### src/rtl/qpsk_sched_pkg.sv
// Shared definitions for the QPSK frame scheduler: one-hot state codes,
// the default length width and the "next nonzero phase" selector.
package qpsk_sched_pkg;

  localparam int LEN_W_DEF = 16;

  typedef enum logic [3:0] {
    ST_IDLE = 4'b0001,
    ST_PRE  = 4'b0010,
    ST_PAY  = 4'b0100,
    ST_GAP  = 4'b1000
  } sched_state_t;

  // Phase that follows cur, skipping phases whose length is zero.
  // From IDLE this picks the first phase of a frame; IDLE means the frame is over.
  function automatic sched_state_t next_phase(input sched_state_t cur,
                                              input logic pre_nz,
                                              input logic pay_nz,
                                              input logic gap_nz);
    next_phase = ST_IDLE;
    case (cur)
      ST_IDLE: begin
        if (pre_nz)      next_phase = ST_PRE;
        else if (pay_nz) next_phase = ST_PAY;
        else if (gap_nz) next_phase = ST_GAP;
      end
      ST_PRE: begin
        if (pay_nz)      next_phase = ST_PAY;
        else if (gap_nz) next_phase = ST_GAP;
      end
      ST_PAY: begin
        if (gap_nz)      next_phase = ST_GAP;
      end
      default: next_phase = ST_IDLE;
    endcase
  endfunction

endpackage

### src/rtl/sched_phase_cnt.sv
// Per-phase word counter: counts beats of the current phase and flags the
// beat that closes it. The counter clears itself on that closing beat, so it
// always starts the next phase at zero.
module sched_phase_cnt
  import qpsk_sched_pkg::*;
#(
  parameter int LEN_W = LEN_W_DEF
) (
  input  logic             clk,
  input  logic             reset,
  input  logic             beat,
  input  logic [LEN_W-1:0] len,
  output logic             last
);

  logic [LEN_W-1:0] wcnt;

  // Closing beat of a phase is the one taken while wcnt == len-1.
  assign last = (wcnt == (len - LEN_W'(1)));

  // Word counter: clear on reset or phase end, otherwise count beats.
  always_ff @(posedge clk) begin
    if (reset) begin
      wcnt <= '0;
    end else if (beat && last) begin
      wcnt <= '0;
    end else if (beat) begin
      wcnt <= wcnt + LEN_W'(1);
    end
  end

endmodule

### src/rtl/qpsk_frame_sched.sv
// Frame scheduler in front of the QPSK repeater: preamble, payload, then
// zero guard words, sharing one stream input with no added data latency.
//
// state | meaning
// IDLE  | no frame; sources stalled, out_tvalid low, waits for start
// PRE   | preamble source muxed straight to the repeater
// PAY   | payload source muxed straight to the repeater
// GAP   | zero guard words, out_tvalid held high
//
// Optional build macro QPSK_SCHED_STATS_EN adds frame_cnt and stall_cnt.
module qpsk_frame_sched
  import qpsk_sched_pkg::*;
#(
  parameter int DW    = 32,
  parameter int LEN_W = LEN_W_DEF
) (
  input  logic             clk,
  input  logic             reset,
  input  logic             start,
  input  logic [LEN_W-1:0] pre_len,
  input  logic [LEN_W-1:0] pay_len,
  input  logic [LEN_W-1:0] gap_len,
  input  logic [DW-1:0]    pre_tdata,
  input  logic             pre_tvalid,
  output logic             pre_tready,
  input  logic [DW-1:0]    pay_tdata,
  input  logic             pay_tvalid,
  output logic             pay_tready,
  output logic [DW-1:0]    out_tdata,
  output logic             out_tvalid,
  input  logic             out_tready,
  output logic             busy,
  output logic             frame_done,
  output logic [3:0]       sched_state
`ifdef QPSK_SCHED_STATS_EN
  ,
  output logic [15:0]      frame_cnt,
  output logic [31:0]      stall_cnt
`endif
);

  sched_state_t     state, state_nxt;
  logic             done_nxt;
  logic [LEN_W-1:0] pre_len_q, pay_len_q, gap_len_q;
  logic [LEN_W-1:0] cur_len;
  logic             beat, last_beat, phase_end;

  assign beat        = out_tvalid && out_tready;
  assign phase_end   = beat && last_beat;
  assign busy        = (state != ST_IDLE);
  assign sched_state = state;

  sched_phase_cnt #(.LEN_W(LEN_W)) u_phase_cnt (
    .clk   (clk),
    .reset (reset),
    .beat  (beat),
    .len   (cur_len),
    .last  (last_beat)
  );

  // State register and the registered end-of-frame pulse.
  always_ff @(posedge clk) begin
    if (reset) begin
      state      <= ST_IDLE;
      frame_done <= 1'b0;
    end else begin
      state      <= state_nxt;
      frame_done <= done_nxt;
    end
  end

  // Lengths are frozen for the whole frame once start is accepted.
  always_ff @(posedge clk) begin
    if (reset) begin
      pre_len_q <= '0;
      pay_len_q <= '0;
      gap_len_q <= '0;
    end else if ((state == ST_IDLE) && start) begin
      pre_len_q <= pre_len;
      pay_len_q <= pay_len;
      gap_len_q <= gap_len;
    end
  end

  // Next state: IDLE looks at the live length inputs (they are being latched
  // this cycle); running phases look at the latched copies.
  always_comb begin
    state_nxt = state;
    done_nxt  = 1'b0;
    case (state)
      ST_IDLE: begin
        if (start) begin
          state_nxt = next_phase(ST_IDLE, pre_len != '0, pay_len != '0, gap_len != '0);
          done_nxt  = (pre_len == '0) && (pay_len == '0) && (gap_len == '0);
        end
      end
      ST_PRE, ST_PAY, ST_GAP: begin
        if (phase_end) begin
          state_nxt = next_phase(state, pre_len_q != '0, pay_len_q != '0, gap_len_q != '0);
          done_nxt  = (state_nxt == ST_IDLE);
        end
      end
      default: state_nxt = ST_IDLE;
    endcase
  end

  // Output mux: only the selected source ever sees tready.
  always_comb begin
    out_tdata  = '0;
    out_tvalid = 1'b0;
    pre_tready = 1'b0;
    pay_tready = 1'b0;
    cur_len    = '0;
    case (state)
      ST_PRE: begin
        out_tdata  = pre_tdata;
        out_tvalid = pre_tvalid;
        pre_tready = out_tready;
        cur_len    = pre_len_q;
      end
      ST_PAY: begin
        out_tdata  = pay_tdata;
        out_tvalid = pay_tvalid;
        pay_tready = out_tready;
        cur_len    = pay_len_q;
      end
      ST_GAP: begin
        out_tvalid = 1'b1;
        cur_len    = gap_len_q;
      end
      default: ;
    endcase
  end

`ifdef QPSK_SCHED_STATS_EN
  // Completed-frame counter, wraps at 16 bits.
  always_ff @(posedge clk) begin
    if (reset)           frame_cnt <= '0;
    else if (frame_done) frame_cnt <= frame_cnt + 16'd1;
  end

  // Source-starved cycles in PRE/PAY, saturating.
  always_ff @(posedge clk) begin
    if (reset) begin
      stall_cnt <= '0;
    end else if (((state == ST_PRE) || (state == ST_PAY)) && !out_tvalid
                 && (stall_cnt != 32'hFFFF_FFFF)) begin
      stall_cnt <= stall_cnt + 32'd1;
    end
  end
`endif

endmodule

### config.mk
export PLATFORM = sky130hd
export DESIGN_NAME = qpsk_frame_sched
export DESIGN_NICKNAME = d
export VERILOG_FILES = /design/src/rtl/qpsk_sched_pkg.sv /design/src/rtl/sched_phase_cnt.sv /design/src/rtl/qpsk_frame_sched.sv
export SDC_FILE = /design/constraint.sdc
export NUM_CORES = 1
export LEC_CHECK = 0
export CAP_MARGIN = 5
export CELL_PAD_IN_SITES_DETAIL_PLACEMENT = 1
export CELL_PAD_IN_SITES_GLOBAL_PLACEMENT = 1
export CORE_MARGIN = 4
export CORE_UTILIZATION = 29
export CTS_CLUSTER_DIAMETER = 40
export DETAILED_ROUTE_END_ITERATION = 12
export PLACE_DENSITY_LB_ADDON = 0.12
export REMOVE_ABC_BUFFERS = 1
export SYNTH_ARGS = -nofsm -noshare
export SYNTH_HDL_FRONTEND = slang
export SYNTH_HIERARCHICAL = 1
export SYNTH_SLANG_ARGS = --single-unit
### constraint.sdc
create_clock -name clk -period 3.3 [get_ports clk]
set_clock_uncertainty 0.05 [all_clocks]
set_input_delay 0.33 -clock clk [delete_from_list [all_inputs] [get_ports clk]]
set_output_delay 0.33 -clock clk [all_outputs]
set_load 0.05 [all_outputs]
## After elaboration in Yosys (flattened, before gate mapping)

Index checks and enable logic that the tools add are counted.

| operators by class | value |
|---|---|
| equal/unequal tests | 9 |
| reductions and logical operators | 17 |
| multiplexer cells | 20 |
| add/subtract/negate cells | 2 |

Operators with widths:

| operator | number |
|---|---|
| 16-bit nonzero test | 6 |
| 32-bit case mux with 2 select lines | 1 |
| 16-bit logical NOT | 3 |
| 16-bit case mux with 3 select lines | 1 |
| 4-bit 2-to-1 mux | 10 |
| 16-bit by 1-bit adder with 16-bit output (second input constant) | 1 |
| 16-bit == test | 1 |
| 16-bit by 1-bit subtractor with 16-bit output (second input constant) | 1 |
| 4-bit case mux with 3 select lines | 1 |
| 4-bit by 1-bit == test with 1-bit output (second input constant) | 2 |
| 4-bit case mux with 2 select lines | 1 |
| 1-bit logical AND | 5 |
| 4-bit by 2-bit == test with 1-bit output (second input constant) | 1 |
| 4-bit by 3-bit == test with 1-bit output (second input constant) | 1 |
| 4-bit == test (second input constant) | 1 |
| 1-bit 2-to-1 mux | 4 |
| 2-bit != test (second input constant) | 2 |
| 4-bit by 1-bit != test with 1-bit output (second input constant) | 1 |
| 1-bit case mux with 3 select lines | 1 |
| 3-bit OR reduction | 1 |
| 1-bit case mux with 2 select lines | 1 |
| 2-bit AND reduction | 1 |
| 2-bit OR reduction | 1 |

| storage, ports and cells | value |
|---|---|
| input bits | 118 |
| word-level logic and storage cells | 54 |
| output and inout port bits | 41 |
| bits in registers | 69 |

## Logic depth before layout (Yosys ltp)

Gate-level depths: netlist of the first run.

| depth | value |
|---|---|
| word-level depth | 10 |
| gate-level depth with buffers | 18 |
| mapped depth without buffers | 15 |

## Hierarchy

Netlist of the first run, hierarchy kept.

Modules (own cells, without submodules):

| module | area an instance (um^2) | cells each | instances | sequential area each (um^2) |
|---|---|---|---|---|
| qpsk_frame_sched | 2920.3 | 385 | 1 | 1061.0 |
| sched_phase_cnt | 1293.7 | 155 | 1 | 320.3 |

## Worst setup path after synthesis of the first run

No wires, ideal clock.

| timing path | value |
|---|---|
| path kind | register -> register |
| start | register state[2] (netlist: sched_state[2]) |
| end | register frame_done |
| required time | 3.158 ns |
| path buffers | 3 |
| data arrival time | 3.895 ns |
| path slack | -0.737 ns |
| stages on the path, launching flop included | 18 |
| setup time | 0.092 ns |
| period minus slack after synthesis | 4.037 ns |
| cell sequence | dfxtp_1 buf_2 nor2_1 and3_1 clkbuf_1 buf_2 a222oi_1 inv_1 inv_1 ha_1 nor3b_1 a31oi_1 nor4b_2 o211ai_2 nor3_1 nand2_1 or4_1 o32ai_1 |

| between the ends | value |
|---|---|
| word-level cells in the longest chain between the ends | 7 |
| elaborated cells between the ends (all ways) | 17 |
| those cells by class | add/sub: 1; eq/ne: 6; mux: 7; reduce/logical: 3 |

RTL lines:

| item | line | text |
|---|---|---|
| start, declared | qpsk_frame_sched.sv:42 | `sched_state_t state, state_nxt;` |
| start signal, assigned | qpsk_frame_sched.sv:67 | `state <= state_nxt;` |
| 4-bit == test (tied with other cells) | qpsk_frame_sched.sv:114 | `case (state)` |
| 16-bit case mux with 3 select lines (*) | qpsk_frame_sched.sv:114 |  |
| via cur_len[0] | qpsk_frame_sched.sv:45 | `logic [LEN_W-1:0] cur_len;` |
| 16-bit by 1-bit subtractor with 16-bit output (*) | sched_phase_cnt.sv:19 | `assign last = (wcnt == (len - LEN_W'(1)));` |
| 16-bit == test (*) | sched_phase_cnt.sv:19 |  |
| via last_beat | qpsk_frame_sched.sv:46 | `logic beat, last_beat, phase_end;` |
| 1-bit logical AND (*) | qpsk_frame_sched.sv:49 | `assign phase_end = beat && last_beat;` |
| 1-bit 2-to-1 mux (*) | qpsk_frame_sched.sv:98 | `if (phase_end) begin` |
| 1-bit case mux with 2 select lines (*) | qpsk_frame_sched.sv:90 | `case (state)` |
| end signal, assigned | qpsk_frame_sched.sv:68 | `frame_done <= done_nxt;` |
| end, declared | qpsk_frame_sched.sv:33 | `output logic frame_done,` |

The timed path passes the listed nets; every way through them passes the cells marked *. The select of a mux whose other input is x is not followed.
A chain may end at the register's enable or synchronous reset.

## Final worst setup path of the first run

Ends and elaborated chain as after synthesis.

==> results of run 1 <==
-- registers in the layout, indices dropped and copies added, names as in the netlist --
signal	cells
frame_done	1
sched_state	4
u_phase_cnt/wcnt	16
pre_len_q	16
pay_len_q	16
gap_len_q	16
-- worst min-delay path by stage --
stage / slack (ns) / from / to
after floorplan: 0.35 / reset / gap_len_q[0]
after CTS: 0.44 / pay_len_q[9] / pay_len_q[9]
after global routing: 0.44 / gap_len_q[9] / gap_len_q[9]
after global placement: 0.41 / pre_len_q[8] / pre_len_q[8]
final: 0.44 / pay_len_q[9] / pay_len_q[9]
after detailed placement: 0.43 / pay_len_q[12] / pay_len_q[12]
-- kinds of logic after synthesis --
logic type                 Yosys count
AOI/OAI and AO/OA                  143
adders and majority gates            2
and+or+nand+nor                    230
buffers and inverters               63
xor gates and xnor gates            33
DFF                                 69
-- metal layers --
layer,vias to the layer above,GRT usage (%),routed length [um]
li1,2346,-,-
met1,2391,25.6,7700
met2,174,39.2,8930
met3,23,3.69,1040
met4,0,6.55,304
met5,-,0,0
-- cells in the mapped netlist, drive strengths merged, types with 3 or more instances --
master and n:
o21ai 5, nand4 16, nor4b 4, clkbuf 16
buf 19, nor4 31, nor2b 3, a222oi 16
and2 3, nor3 7, nand3 5, nor2 32
and4 3, a21oi 61, o31ai 3, dfxtp 69
nand2 109, inv 28, xor2 19, o211ai 5
xnor2 14, nor3b 3, a22o 32
-- worst register-to-register path, cell delays in order (launching register included) --
cell,delay (ns)
sky130_fd_sc_hd__dfxtp_2,0.34
sky130_fd_sc_hd__nor2_1,0.06
sky130_fd_sc_hd__and3_4,0.21
sky130_fd_sc_hd__buf_8,0.15
sky130_fd_sc_hd__a222oi_1,0.35
sky130_fd_sc_hd__inv_1,0.13
sky130_fd_sc_hd__buf_4,0.16
sky130_fd_sc_hd__buf_4,0.13
sky130_fd_sc_hd__nor4bb_2,0.27
sky130_fd_sc_hd__o211ai_1,0.17
sky130_fd_sc_hd__a2111oi_2,0.28
sky130_fd_sc_hd__nand4_2,0.17
sky130_fd_sc_hd__nor3_2,0.22
sky130_fd_sc_hd__nand2_2,0.11
sky130_fd_sc_hd__or4_1,0.47
sky130_fd_sc_hd__o32ai_1,0.11
-- final cells by class --
| class | instances | area [um^2] | area share, % |
|---|---|---|---|
| timing repair buffer | 207 | 2340 | 32.9 |
| inverter | 28 | 105 | 1.48 |
| tap | 180 | 225 | 3.17 |
| clock buffer | 11 | 243 | 3.41 |
| clock inverter | 5 | 58.8 | 0.827 |
| multi-input combinational | 408 | 2750 | 38.7 |
| sequential | 69 | 1390 | 19.5 |
-- what timing repair did --
| action | CTS | global route |
|---|---|---|
| pin swaps | 14 | 12 |
| resized for setup | 26 | 23 |
| setup endpoints to repair | 19 | 21 |
| setup buffers | 4 | 1 |
-- power groups by stage --
| stage | registers [uW] | logic, uW | clock network, uW |
|---|---|---|---|
| detailed placement | 1180 | 2380 | 0 |
| finish | 1180 | 2510 | 991 |
| global route | 1190 | 2690 | 1040 |
| floorplan | 1230 | 1220 | 0 |
| CTS | 1170 | 2450 | 1000 |
| global placement | 1180 | 2340 | 0 |
-- metrics by stage --
step                setup slack, ns  setup TNS, ns  power [uW]
floorplan                     -2.16         -65.12        2450
global placement            -0.0234        -0.0380        3520
detailed placement           -0.159         -0.438        3560
CTS                          0.0100              0        4620
global route                 -0.300          -3.74        4920
finish                       -0.162          -1.42        4680
==> out/metrics.yaml, run 1 <==
status: "finished, violations left"
violated_checks: "setup timing"
period_share_pct: 105
synth_flop_cell: "sky130_fd_sc_hd__dfxtp_1"
tightest_slew_ns: 0.769
combinational_family_with_the_most_area_after_synthesis: "simple AND/OR/NAND/NOR gates"
placed_cells_incl_taps: 887
gate_power_share_pct: 53.6
slowest_delay_ns: 0.47
tritoncts.num_buffers: 9
critPathArrivalTime_ns: 3.67
finish.instance_area_mm2: 0.00711
reg2regPathDepth: 15
sw_frac_of_total_pct: 42.9
fillerInstances: 1661
die-height_um: 129
grt_util_all_layers_pct: 21.5
layout.core_utilization_pct: 50.6
post_synth_and_or_nand_nor_area_fraction_pct: 28.4
ys_async_sr_fraction_pct: 0
worst-setup-path-type: "reg2reg"
syn_area_mm2: 0.00421
synth.yosys.warnings: 6
hold_depth: 2
clock_tree.buffer_depth: 2
worst-path-buf-inv: 4
path_cells: "nor2_1 -> and3_4 -> buf_8 -> a222oi_1 -> inv_1 -> buf_4 -> buf_4 -> nor4bb_2 -> o211ai_1 -> a2111oi_2 -> nand4_2 -> nor3_2 -> nand2_2 -> or4_1 -> o32ai_1"
cts_hold_buf: 0
root_buffer: "sky130_fd_sc_hd__clkbuf_16"
yosys.cell_types.count: 61
worst_reg2reg_path_startpoint: "sched_state[2]"
final.hold.worst_slack_ns: 0.436
clockPowerShare_pct: 21.2
yosys_register_bits: 69
postRouteWirelength_um: 18000
antenna_left: 0
critPathLaunchType: "flip-flop"
synth-seq-area-share_pct: 32.8
dieWidth_um: 129
reg2reg_slack_ns: -0.16
mostFrequentLayoutCells: "124 x sky130_fd_sc_hd__clkdlybuf4s50_1, 108 x sky130_fd_sc_hd__nand2_1, 66 x sky130_fd_sc_hd__dfxtp_1, 59 x sky130_fd_sc_hd__a21oi_1, 40 x sky130_fd_sc_hd__buf_4"
crit_slowest_cell: "sky130_fd_sc_hd__or4_1"
yosys.area.top_type_share_pct: 32.8
worst_path_dominant_cell_family: "simple AND/OR/NAND/NOR gates"
post_synth_inst_count: 540
wl_per_cell_um: 19.8
hold_path.class: "reg2reg"
synth_adder_area_share_pct: 0.594
worstPathRequired_ns: 3.50
drc_errors: 0
worstSetupEndpoint: "frame_done"
r2r-end: "frame_done"
p_int_uw: 2670
rsz0062_at_grt: "yes"
firstDrtPassIters: 6
cp_num_cells: 15
htree_levels: 3
post_synth_xor_area_fraction_pct: 6.86
initial_utilization_pct: 30.0
critPathCaptureType: "flip-flop"
grt_start_max_net_pins: 42
syn_area_per_cell_um2: 7.80
power.net_switching_uw: 2010
floorplan.die_area_mm2: 0.0165
power.density_mw_per_mm2: 658
grt_remaining_overflow: 0
via_count_of_the_first_global_routing_pass: 5145
post_synth_main_area_contributors: "sky130_fd_sc_hd__dfxtp_1 33%, sky130_fd_sc_hd__nand2_1 9.7%, sky130_fd_sc_hd__a21oi_1 7.2%, sky130_fd_sc_hd__a22o_1 6.7%, sky130_fd_sc_hd__nor4_1 4.3%"
synth-compound-area-share_pct: 24.6
startpoint: "sched_state[2]"
seqPwrFrac_pct: 25.2
drive_gt1_share_pct: 20.6
detail_route.vias_per_cell: 5.43
finalCriticalPeriod_ns: 3.46
dr.first_iter.drc_count: 242
critical_path_peak_fanout: 14
synth_area_leader_cell: "sky130_fd_sc_hd__dfxtp_1"
grt_first_pass_wirelength_um: 28000
cts_tree: "done"
final_max_slew_viol_count: 0
io_pins: 159
place_area_mm2: 0.00654
timing.critical_path.mode_cell: "sky130_fd_sc_hd__buf_4"
route.vias.total: 4934
clock_insertion_delay_worst_skew_ns: 0.34
hold_viol_final: 0
ir_worst_vdd_mv: 0.350
clk_pin_slew_worst_paths_ns: 0.06
fp-row-count: 43
worst_slew_margin_rel_pct: 48.3
clock_sink_count: 69
muxShareOfSynthArea_pct: 0
setup_viol_count_final: 18
worst_slack_ns: -0.162
number_of_synthesized_flops_with_an_enable_pin: 0
floorplan.core_area_mm2: 0.0140
nets: 843
max-cap-violations: 0
layout.cells.most_common: "sky130_fd_sc_hd__clkdlybuf4s50_1"
power.leakage_uw: 0.00269
area_delta_synth_final_pct: 68.7
max_freq_mhz: 289
layoutNonFillerInstCount: 908
n_antenna_cell: 0
hpwlAfterDp_um: 14000
gpl.final_weighted_congestion: 0.864
io_buffers: 158
grt_antenna_before_repair: 0
Power figures use the tool's default switching activity.
==> run 2: changes to the inputs <==
- CELL_PAD_IN_SITES_DETAIL_PLACEMENT: 1 -> unset
- CELL_PAD_IN_SITES_GLOBAL_PLACEMENT: 1 -> unset
- CORE_UTILIZATION: 29 -> 41
- MAX_ROUTING_LAYER: unset -> met4
==> run 2 against run 1 <==
  * Critical endpoint unchanged
  * The run still ends with setup timing left
  * Utilization rose by 19 points
  * Routed wire length fell by 9.7%
  * Highest routed layer unchanged
  * Clock-buffer cell count fell by 2
  * Critical path depth fell by 1
  * Maximum frequency rose by 1.8%
  * Final cell count fell by 4.8%
  * Clock power fell by 35%
  * Combinational power fell by 3%
  * Design area fell by 3.0%
==> out/metrics.yaml, run 2 (synthesis results as in run 1) <==
status: "finished, violations left"
violated_checks: "setup timing"
dieWidth_um: 109
antenna_left: 0
wl_per_cell_um: 18.8
cts_tree: "done"
hold_viol_final: 0
rsz0062_at_grt: "yes"
tritoncts.num_buffers: 9
final.hold.worst_slack_ns: 0.431
floorplan.core_area_mm2: 0.00991
crit_slowest_cell: "sky130_fd_sc_hd__or4_4"
io_buffers: 158
ir_worst_vdd_mv: 0.384
grt_first_pass_wirelength_um: 24300
clk_pin_slew_worst_paths_ns: 0.08
path_cells: "nor2_1 -> and3_4 -> buf_8 -> a222oi_1 -> inv_1 -> buf_4 -> nor3_4 -> nand4_1 -> a2111oi_4 -> nand4_2 -> nor3_2 -> nand2_2 -> or4_4 -> o32ai_2"
root_buffer: "sky130_fd_sc_hd__clkbuf_8"
hold_depth: 2
max-cap-violations: 0
initial_utilization_pct: 42.5
drive_gt1_share_pct: 19.2
layoutNonFillerInstCount: 864
grt_remaining_overflow: 0
slowest_delay_ns: 0.50
clock_insertion_delay_worst_skew_ns: 0.37
finalCriticalPeriod_ns: 3.40
clock_sink_count: 69
critPathCaptureType: "flip-flop"
power.leakage_uw: 0.00266
floorplan.die_area_mm2: 0.0120
setup_viol_count_final: 2
tightest_slew_ns: 0.788
power.density_mw_per_mm2: 614
via_count_of_the_first_global_routing_pass: 4861
gpl.final_weighted_congestion: 0.919
nets: 845
firstDrtPassIters: 6
route.vias.total: 4922
layout.cells.most_common: "sky130_fd_sc_hd__clkdlybuf4s50_1"
io_pins: 159
critPathLaunchType: "flip-flop"
mostFrequentLayoutCells: "124 x sky130_fd_sc_hd__clkdlybuf4s50_1, 108 x sky130_fd_sc_hd__nand2_1, 66 x sky130_fd_sc_hd__dfxtp_1, 61 x sky130_fd_sc_hd__a21oi_1, 42 x sky130_fd_sc_hd__buf_4"
period_share_pct: 103
worst_slack_ns: -0.0999
drc_errors: 0
critPathArrivalTime_ns: 3.63
htree_levels: 3
worstPathRequired_ns: 3.53
cts_hold_buf: 0
die-height_um: 109
grt_antenna_before_repair: 1
area_delta_synth_final_pct: 63.6
worst-setup-path-type: "reg2reg"
detail_route.vias_per_cell: 5.70
fp-row-count: 36
clock_tree.buffer_depth: 2
placed_cells_incl_taps: 831
hold_path.class: "reg2reg"
reg2regPathDepth: 14
hpwlAfterDp_um: 12400
worst_slew_margin_rel_pct: 47.0
dr.first_iter.drc_count: 374
critical_path_peak_fanout: 6
grt_util_all_layers_pct: 27.0
grt_start_max_net_pins: 40
final_max_slew_viol_count: 0
postRouteWirelength_um: 16200
max_freq_mhz: 294
run 2: layout make-up:
cell class / instances / area [um^2]
fillers: 776 / 3010
multi-input cells: 408 / 2690
repair buffers: 209 / 2360
flip-flops and latches: 69 / 1390
well taps: 133 / 166
clock buffers: 9 / 124
inverters: 28 / 105
clock inverters: 7 / 58.8
diodes: 1 / 2.50
run 2: power by group:
group / leakage, uW / internal (uW) / switching [uW]
clock: 0.0000921 / 284 / 365
combinational: 0.00201 / 1030 / 1390
sequential: 0.000563 / 1000 / 156
total: 0.00266 / 2320 / 1910
run 2: routing by layer:
metal,vias up,part of all wire (%),track usage [%]
li1,2351,-,-
met1,2322,38,28.6
met2,210,50,46.9
met3,39,8.6,7.57
met4,0,3.4,11.7
met5,-,0,-
run 2: final timing paths:
kind,slack [ns],start,end
setup / recovery,-0.1,sched_state[2],frame_done
hold / removal,0.43,gap_len_q[11],gap_len_q[11]
setup reg to reg,-0.1,sched_state[2],frame_done
hold reg to reg,0.43,gap_len_q[11],gap_len_q[11]
run 2: metrics by stage:
| step | worst slack, ns | util [%] | instance area, um^2 | TNS (ns) | total power [uW] |
|---|---|---|---|---|---|
| finish | -0.0999 | 69.6 | 6900 | -0.108 | 4230 |
| global route | -0.267 | 69.6 | 6900 | -2.95 | 4460 |
| CTS | 0.0149 | 67.8 | 6720 | 0 | 4130 |
| detailed placement | -0.184 | 64.6 | 6400 | -0.257 | 3450 |
| global placement | -0.0292 | 64.6 | 6400 | -0.0292 | 3420 |
| floorplan | -2.16 | - | 4040 | -65.12 | 2450 |
run 2: what timing repair did:
item	4_1_cts	5_1_grt
pin swaps	13	15
cloned	0	2
setup buffers	6	8
setup endpoints to repair	19	19
gates resized for setup	16	21
run 2: critical path: cells and delay by family, from the launching register on:
kind / cells / cell delay [ns]
DFF: 1 / 0.36
AOI/OAI and AO/OA: 3 / 0.86
and+or+nand+nor: 8 / 1.64
buffers and inverters: 3 / 0.42
==> run 3: changes to the inputs <==
- CORE_UTILIZATION: 41 -> 45
- clock period: 3.3 -> 3.4 ns (I/O delays scaled with it)
==> run 3 against run 2 <==
  * The run still ends with setup timing left
  * Worst hold slack hardly changed
  * Sequential cell count stayed put
  * Largest power group unchanged
  * Clock-buffer cell count is 1 higher
  * Global-route usage is 1.3 points higher
  * Critical endpoint is now sched_state[0]
  * Combinational power is 4% lower
  * Power is 1.1% lower
  * Via count is 1.2% higher
==> out/metrics.yaml, run 3 (synthesis results as in run 1) <==
tightest_slew_ns: 0.763
detail_route.vias_per_cell: 5.97
route.vias.total: 4980
max_freq_mhz: 293
wl_met2_um: 7810
antenna_left: 0
io_pins: 159
floorplan.core_area_mm2: 0.00920
initial_utilization_pct: 45.8
tritoncts.num_buffers: 9
drive_gt1_share_pct: 19.1
path_cells: "buf_4 -> nor4b_4 -> buf_6 -> a222oi_1 -> inv_1 -> buf_4 -> or4_4 -> o41a_1 -> o211ai_2 -> nor3_2 -> nand2_1 -> o21ba_4 -> nor4b_2 -> a211oi_1"
reg2regPathDepth: 14
cts_tree: "done"
io_buffers: 158
worst-path-buf-inv: 4
worst_slew_margin_rel_pct: 48.7
hold_depth: 2
fillerInstances: 700
hp-start: "gap_len_q[11]"
layout.cells.most_common: "sky130_fd_sc_hd__clkdlybuf4s50_1"
grt_antenna_before_repair: 0
clock_sink_count: 69
grt_remaining_overflow: 0
max-cap-violations: 0
postRouteWirelength_um: 16000
n_antenna_cell: 0
period_share_pct: 100
root_buffer: "sky130_fd_sc_hd__clkbuf_8"
area_delta_synth_final_pct: 62.8
dr.first_iter.drc_count: 431
status: "finished, violations left"
critPathCaptureType: "flip-flop"
die-height_um: 105
drc_errors: 0
grt_start_max_net_pins: 41
floorplan.die_area_mm2: 0.0110
clock_insertion_delay_worst_skew_ns: 0.36
nets: 838
hpwlAfterDp_um: 12100
power.density_mw_per_mm2: 610
reg2reg_slack_ns: -0.01
met3RoutedLength_um: 1120
final_max_slew_viol_count: 0
worst-setup-path-type: "reg2reg"
ir_worst_vdd_mv: 0.369
multiInputGateArea_mm2: 0.00270
critPathArrivalTime_ns: 3.59
clock_tree.buffer_depth: 2
worst_reg2reg_path_startpoint: "sched_state[3]"
grt_util_all_layers_pct: 28.3
critPathLaunchType: "flip-flop"
cts_hold_buf: 0
r2r-end: "sched_state[0]"
fp-row-count: 35
violated_checks: "setup timing"
gpl.final_weighted_congestion: 0.938
area.sequential_mm2: 0.00139
min_delay_worst_endpoint: "gap_len_q[11]"
clk_pin_slew_worst_paths_ns: 0.08
worstPathRequired_ns: 3.58
critical_path_peak_fanout: 8
finish.instance_area_mm2: 0.00686
rsz0062_at_grt: "yes"
grt_first_pass_wirelength_um: 24300
worst_path_dominant_cell_family: "compound AO/OA/AOI/OAI gates"
crit_slowest_cell: "sky130_fd_sc_hd__or4_4"
firstDrtPassIters: 6
finalCriticalPeriod_ns: 3.41
worst_slack_ns: -0.0122
timing.critical_path.mode_cell: "sky130_fd_sc_hd__buf_4"
mostFrequentLayoutCells: "124 x sky130_fd_sc_hd__clkdlybuf4s50_1, 108 x sky130_fd_sc_hd__nand2_1, 65 x sky130_fd_sc_hd__dfxtp_1, 60 x sky130_fd_sc_hd__a21oi_1, 34 x sky130_fd_sc_hd__buf_12"
htree_levels: 3
setup_viol_count_final: 3
wl_per_cell_um: 19.2
hold_viol_final: 0
totalPowerFinal_uw: 4190
via_count_of_the_first_global_routing_pass: 4621
wl_met1_um: 6600
highest_layer: "met4"
slowest_delay_ns: 0.55
power.leakage_uw: 0.00264
dp_slack_ns: -0.0831
hold_path.class: "reg2reg"
place_area_mm2: 0.00632
dieWidth_um: 105
[run 3: report_power, final]
part	internal, uW	switching [uW]	leakage [uW]
clock network	363	342	0.0000955
registers	975	164	0.000563
logic	987	1360	0.00198
[run 3: what timing repair did]
action / in CTS / in global routing
gates resized for setup: 9 / 34
setup endpoints to repair: 2 / 21
setup buffers: 6 / 7
pin swaps: 10 / 19
cloned: 1 / 2
[run 3: metrics by stage]
stage	hold slack, ns	instances	TNS, ns	util, %
floorplan	0.359	505	-60.05	-
global placement	0.413	803	0	68.7
detailed placement	0.416	803	-0.105	68.7
CTS	0.426	826	0	72.3
global route	0.451	834	-1.55	74.6
finish	0.431	834	-0.0135	74.6
[run 3: final cells by class]
cell class	count	share of cell area [%]
Clock inverter	6	1.02
Multi-Input combinational cell	408	39.4
Sequential cell	69	20.2
Clock buffer	10	2.01
Tap cell	111	2.02
Timing Repair Buffer	202	33.9
Inverter	28	1.53
[run 3: worst max-delay path by stage]
stage	start	to	slack [ns]	cells after the start
global route	sched_state[0]	frame_done	-0.15	14
global placement	sched_state[0]	frame_done	0.06	14
floorplan	sched_state[2]	frame_done	-2.06	13
CTS	sched_state[0]	u_phase_cnt/wcnt[15]	0.01	15
finish	sched_state[3]	sched_state[0]	-0.01	14
detailed placement	sched_state[2]	frame_done	-0.08	14
[run 3: worst min-delay path: stages (launching register included)]
cell and delay, ns:
sky130_fd_sc_hd__dfxtp_1 0.33, sky130_fd_sc_hd__nand2_1 0.06, sky130_fd_sc_hd__a21oi_1 0.05
[run 3: metal layers]
layer,GRT usage [%],vias up
met1,33.9,2331
li1,-,2342
met3,4.57,44
met5,-,-
met4,8.72,0
met2,48.9,263
